$ cat src/rtl/stump_io_timer.sv
// stump_io_timer: 8-word memory-mapped window holding a prescaled 16-bit
// countdown timer, a GPIO output register and a synchronised GPIO input.
// Accesses outside the window pass straight through to RAM.
module stump_io_timer #(
    parameter logic [15:0] BASE = 16'hFF00
) (
    input  logic        clk,
    input  logic        rst,
    input  logic [15:0] address,
    input  logic [15:0] data_out,
    input  logic        mem_wen,
    input  logic        mem_ren,
    input  logic [15:0] ram_rdata,
    output logic        ram_wen,
    output logic        ram_ren,
    output logic [15:0] data_in,
    input  logic [15:0] gpio_in,
    output logic [15:0] gpio_out,
    output logic        irq
);

    localparam logic [2:0] OffCtrl    = 3'd0;
    localparam logic [2:0] OffLoad    = 3'd1;
    localparam logic [2:0] OffCount   = 3'd2;
    localparam logic [2:0] OffStatus  = 3'd3;
    localparam logic [2:0] OffPresc   = 3'd4;
    localparam logic [2:0] OffGpioOut = 3'd5;
    localparam logic [2:0] OffGpioIn  = 3'd6;

    // ctrl bit0 = en, bit1 = reload, bit2 = irq_en
    logic [2:0]  ctrl_q, ctrl_d;
    logic [15:0] load_q, load_d;
    logic [15:0] count_q, count_d;
    logic [7:0]  presc_q, presc_d;
    logic [7:0]  pc_q, pc_d;
    logic        expired_q, expired_d;
    logic [15:0] gpio_out_q, gpio_out_d;
    logic [15:0] sync1_q, sync2_q;

    logic        hit;
    logic [2:0]  offset;
    logic        wr;
    logic        tick;
    logic        expire;
    logic [15:0] reg_rdata;

    assign hit      = (address[15:3] == BASE[15:3]);
    assign offset   = address[2:0];
    assign wr       = hit & mem_wen;
    assign ram_wen  = mem_wen & ~hit;
    assign ram_ren  = mem_ren & ~hit;
    assign tick     = ctrl_q[0] & (pc_q == presc_q);
    assign expire   = tick & (count_q == 16'd0);
    assign gpio_out = gpio_out_q;
    assign irq      = expired_q & ctrl_q[2];

    // Next-state: timer/prescaler progress first, CPU writes override afterwards.
    always_comb begin
        ctrl_d     = ctrl_q;
        load_d     = load_q;
        count_d    = count_q;
        presc_d    = presc_q;
        pc_d       = pc_q;
        expired_d  = expired_q;
        gpio_out_d = gpio_out_q;

        if (ctrl_q[0]) begin
            pc_d = tick ? 8'd0 : pc_q + 8'd1;
        end

        if (tick) begin
            if (count_q != 16'd0) begin
                count_d = count_q - 16'd1;
            end else begin
                expired_d = 1'b1;
                if (ctrl_q[1]) begin
                    count_d = load_q;
                end else begin
                    ctrl_d[0] = 1'b0;
                end
            end
        end

        if (wr) begin
            case (offset)
                OffCtrl: begin
                    ctrl_d = data_out[2:0];
                    // Enabling from idle restarts the prescale period.
                    if (!ctrl_q[0] && data_out[0]) begin
                        pc_d = 8'd0;
                    end
                end
                OffLoad:    load_d  = data_out;
                OffCount:   count_d = data_out;
                OffStatus: begin
                    // A same-cycle expiry keeps the flag set.
                    if (data_out[0] && !expire) begin
                        expired_d = 1'b0;
                    end
                end
                OffPresc:   presc_d    = data_out[7:0];
                OffGpioOut: gpio_out_d = data_out;
                default: ;
            endcase
        end
    end

    // State registers, cleared asynchronously.
    always_ff @(posedge clk or negedge rst) begin
        if (!rst) begin
            ctrl_q     <= 3'd0;
            load_q     <= 16'd0;
            count_q    <= 16'd0;
            presc_q    <= 8'd0;
            pc_q       <= 8'd0;
            expired_q  <= 1'b0;
            gpio_out_q <= 16'd0;
        end else begin
            ctrl_q     <= ctrl_d;
            load_q     <= load_d;
            count_q    <= count_d;
            presc_q    <= presc_d;
            pc_q       <= pc_d;
            expired_q  <= expired_d;
            gpio_out_q <= gpio_out_d;
        end
    end

    // Two-flop synchroniser for the asynchronous GPIO inputs.
    always_ff @(posedge clk or negedge rst) begin
        if (!rst) begin
            sync1_q <= 16'd0;
            sync2_q <= 16'd0;
        end else begin
            sync1_q <= gpio_in;
            sync2_q <= sync1_q;
        end
    end

    // Register read mux and return-path select between window and RAM.
    always_comb begin
        reg_rdata = 16'd0;
        case (offset)
            OffCtrl:    reg_rdata = {13'd0, ctrl_q};
            OffLoad:    reg_rdata = load_q;
            OffCount:   reg_rdata = count_q;
            OffStatus:  reg_rdata = {14'd0, ctrl_q[0], expired_q};
            OffPresc:   reg_rdata = {8'd0, presc_q};
            OffGpioOut: reg_rdata = gpio_out_q;
            OffGpioIn:  reg_rdata = sync2_q;
            default:    reg_rdata = 16'd0;
        endcase
        data_in = (hit & mem_ren) ? reg_rdata : ram_rdata;
    end

endmodule

$ cat config.mk
export PLATFORM = sky130hd
export DESIGN_NAME = stump_io_timer
export DESIGN_NICKNAME = d
export VERILOG_FILES = /design/src/rtl/stump_io_timer.sv
export SDC_FILE = /design/constraint.sdc
export NUM_CORES = 1
export LEC_CHECK = 0
export BUFFER_PORTS_ARGS = -buffer_cell sky130_fd_sc_hd__buf_2
export CELL_PAD_IN_SITES_DETAIL_PLACEMENT = 0
export CELL_PAD_IN_SITES_GLOBAL_PLACEMENT = 1
export CORE_ASPECT_RATIO = 1.4
export CORE_MARGIN = 3
export CORE_UTILIZATION = 46
export CTS_CLUSTER_SIZE = 40
export DETAILED_ROUTE_END_ITERATION = 8
export PLACE_DENSITY = 0.81
export SLEW_MARGIN = 20
export SYNTH_ARGS = -nofsm -noshare
export SYNTH_HDL_FRONTEND = slang
export SYNTH_SLANG_ARGS = --single-unit
$ cat constraint.sdc
create_clock -name clk -period 6.6 [get_ports clk]
set_input_delay 0 -clock clk [delete_from_list [all_inputs] [get_ports clk]]
set_output_delay 0 -clock clk [all_outputs]
set_load 0.03 [all_outputs]
==> out/results.tsv <==
metric	value	unit
status	completed	
Final Cycle Share	43.3	%
critical-path cell list	buf_2 -> or4_4 -> nor4_4 -> nand2_1 -> a31oi_2 -> a22o_1 -> buf_2	
Core Region	10900	µm²
CP endpoint kind	output port	
n_diodes	0	
P&R area growth vs syn	24.1	%
final core occ	58.5	%
fin area	6360	µm²
TritonCTS clock tree	yes	
total power	1.25	mW
die height	131	µm
total setup buffers inserted after CTS	0	
Sw Share	25.4	%
Post-synth EDFFs	0	
num ports	103	
Slew Limit Fails	0	
count of final setup violators	0	
Net Sw Power	0.318	mW
setup TNS	0	ns
crit path launch type	input port	
footprint of the multi-input gates	2490	µm²
die area	12500	µm²
Gate power share	8.7	%
P_int	0.935	mW
clock-pin slew on the worst setup and hold paths	0.07	ns
Residual DRC	0	
cell count after synthesis	490	
worst slew pin tran	0.985	ns
CP max stage delay	0.64	ns
most frequent cells in the layout	buf_2, dfrtp_1, nand2_1, mux2_2, nor2_1	
global-route wire length before repair	22800	µm
post_cts resized	0	
Fillers	960	
first-pass detailed-route iteration total	5	
largest net degree at the start of global routing	64	
synthesized area	5120	µm²
final worst path period need	2.85	ns
Hold WC Path Type	in -> reg	
CP max stage cell	a31oi_2	
part of the power in registers	49.9	%
CP delay by family, top	simple AND/OR/NAND/NOR gates	
ratio of total power to cell area	197	nW/µm²
critical-path maximum fanout	24	
fin worst setup slack	3.75	ns
Worst slew margin	34.3	%
Yosys cell types	59	
gpl congestion	0.946	
total track usage	24.2	%
crit-path most repeated cell	buf_2	
Mapped Nets	561	
H-tree depth	3	
dpl ws	3.76	ns
maximum clock insertion buffer count	2	
total CTS buffers	9	
Finished Layout Cells	758	
most common cell after layout, fill and taps aside	buf_2	
placed insts	709	
Worst EP arrival	2.85	ns
total number of vias	4417	
Final Skew	0.0118	ns
critical path type	in -> out	
fraction of layout instances using a drive strength above 1	28.5	%
Starting DRT DRC Count	299	
Data required, critical path	6.60	ns
mean number of vias per cell	5.83	
Initial Util	47.1	%
# rows	45	
worst path bufs/invs	2	
unrepaired setup endpoints after global routing	false	
drt total wl	14900	µm
Final nets	683	
maximum VDD drop	0.149	mV
I/O Buffers	102	
Leakage	2.96	nW
Clk Tree Root Cell	clkbuf_16	
final hold violation count	0	
vias in the first global route	4318	
syn_area_per_cell	10.5	µm²
Post-synth ARST share	100	%
main flop type after synthesis	dfrtp_1	
initial antenna violation count	0	
Max Freq	0.350	GHz
GRT Residual Overflow	0	
setup slack, reg-to-reg	3.99	ns
DP HPWL	10700	µm
Clock power frac	41.3	%
Worst-Skew Late Latency	0.35	ns
yosys warns	0	
flops & latches, synth	100	
clock sinks	100	
max_cap viols	0	
post-synthesis sequential area ratio	48.9	%
Antenna Violating Nets Remaining	0	
post-DR wirelength/cell	19.7	µm
placed inst area	5720	µm²
Seq. cell area	2500	µm²
Hold WS	0.0997	ns
Die X-Extent	95.2	µm
## final cells by class
cell class | instances | area share, %
multi-input cells | 358 | 39.2
flip-flops and latches | 100 | 39.4
inverters | 5 | 0.295
clock buffers | 9 | 3.54
well taps | 141 | 2.78
repair buffers | 138 | 13.6
clock inverters | 7 | 1.20
## routing by layer
metal	up-vias	global-route usage (%)	wire, µm
li1	2059	-	-
met1	2197	28.5	5950
met2	126	42.5	7840
met3	35	3.44	522
met4	0	12.1	600
met5	-	0	0
## sequential cells by signal (all words and copies together), names as in the netlist
name	flops
expired_q	1
pc_q	8
load_q	16
sync1_q	16
gpio_out	16
ctrl_q	3
sync2_q	16
count_q	16
presc_q	8
## power by group through the flow
| stage | logic [mW] | clock network, mW | registers [mW] |
|---|---|---|---|
| 2_1_floorplan | 0.0428 | 0 | 0.637 |
| 3_3_place_gp | 0.0937 | 0 | 0.638 |
| 3_5_place_dp | 0.0947 | 0 | 0.638 |
| 4_1_cts | 0.110 | 0.530 | 0.626 |
| 5_1_grt | 0.118 | 0.552 | 0.627 |
| 6_report | 0.109 | 0.518 | 0.626 |
## kinds of logic (layout without fill, tap and decap cells)
logic type	count (synthesis)	after routing	share of synthesized area [%]
simple gates	156	156	16.0
fa+ha+maj	3	3	0.733
xor+xnor	14	14	2.39
buf+inv	32	159	2.61
flops	100	100	48.9
compound gates	123	123	16.1
mux	62	62	13.3
## worst register-to-register path, delay by kind of cell (launching register included)
family,cells,cell delay (ns)
AND/OR/NAND/NOR,3,1.76
AO/OA/AOI/OAI,3,0.26
flip-flops,1,0.45
## cell usage after synthesis, drive strengths merged, types with 5 or more instances
cell type / count / share of area [%]
mux2i: 13 / 2.5
nor3: 10 / 1.2
o22ai: 5 / 0.61
nor2b: 7 / 0.86
nand2b: 5 / 0.61
a21o: 5 / 0.73
nand3: 11 / 1.1
a22o: 11 / 1.9
mux2: 49 / 11
xnor2: 9 / 1.5
nand4: 13 / 1.7
xor2: 5 / 0.86
dfrtp: 100 / 49
a21oi: 26 / 2.5
clkbuf: 19 / 1.4
buf: 8 / 0.86
o22a: 8 / 1.4
a22oi: 10 / 1.5
o21ai: 28 / 2.7
a211oi: 5 / 0.73
nor2: 35 / 2.6
a31oi: 7 / 0.98
nand2: 48 / 3.6
inv: 5 / 0.37
## timing repair
item | 4_1_cts | 5_1_grt
setup endpoints to repair | 0 | 0
endpoints found under the hold margin | 109 | 0
hold buffers | 33 | 0
## final timing paths
path,start,end,depth (start not counted)
min,mem_wen,ctrl_q[0]$_DFF_PN0_,3
max reg2reg,count_q[3]$_DFF_PN0_,count_q[1]$_DFF_PN0_,6
min in group asynchronous,rst,gpio_out[1]$_DFFE_PN0P_,2
min reg2reg,sync1_q[0]$_DFF_PN0_,sync2_q[0]$_DFF_PN0_,0
max,address[4],data_in[9],7
max in group asynchronous,rst,sync1_q[1]$_DFF_PN0_,3
Note: power is estimated with default switching activity, not from simulation.
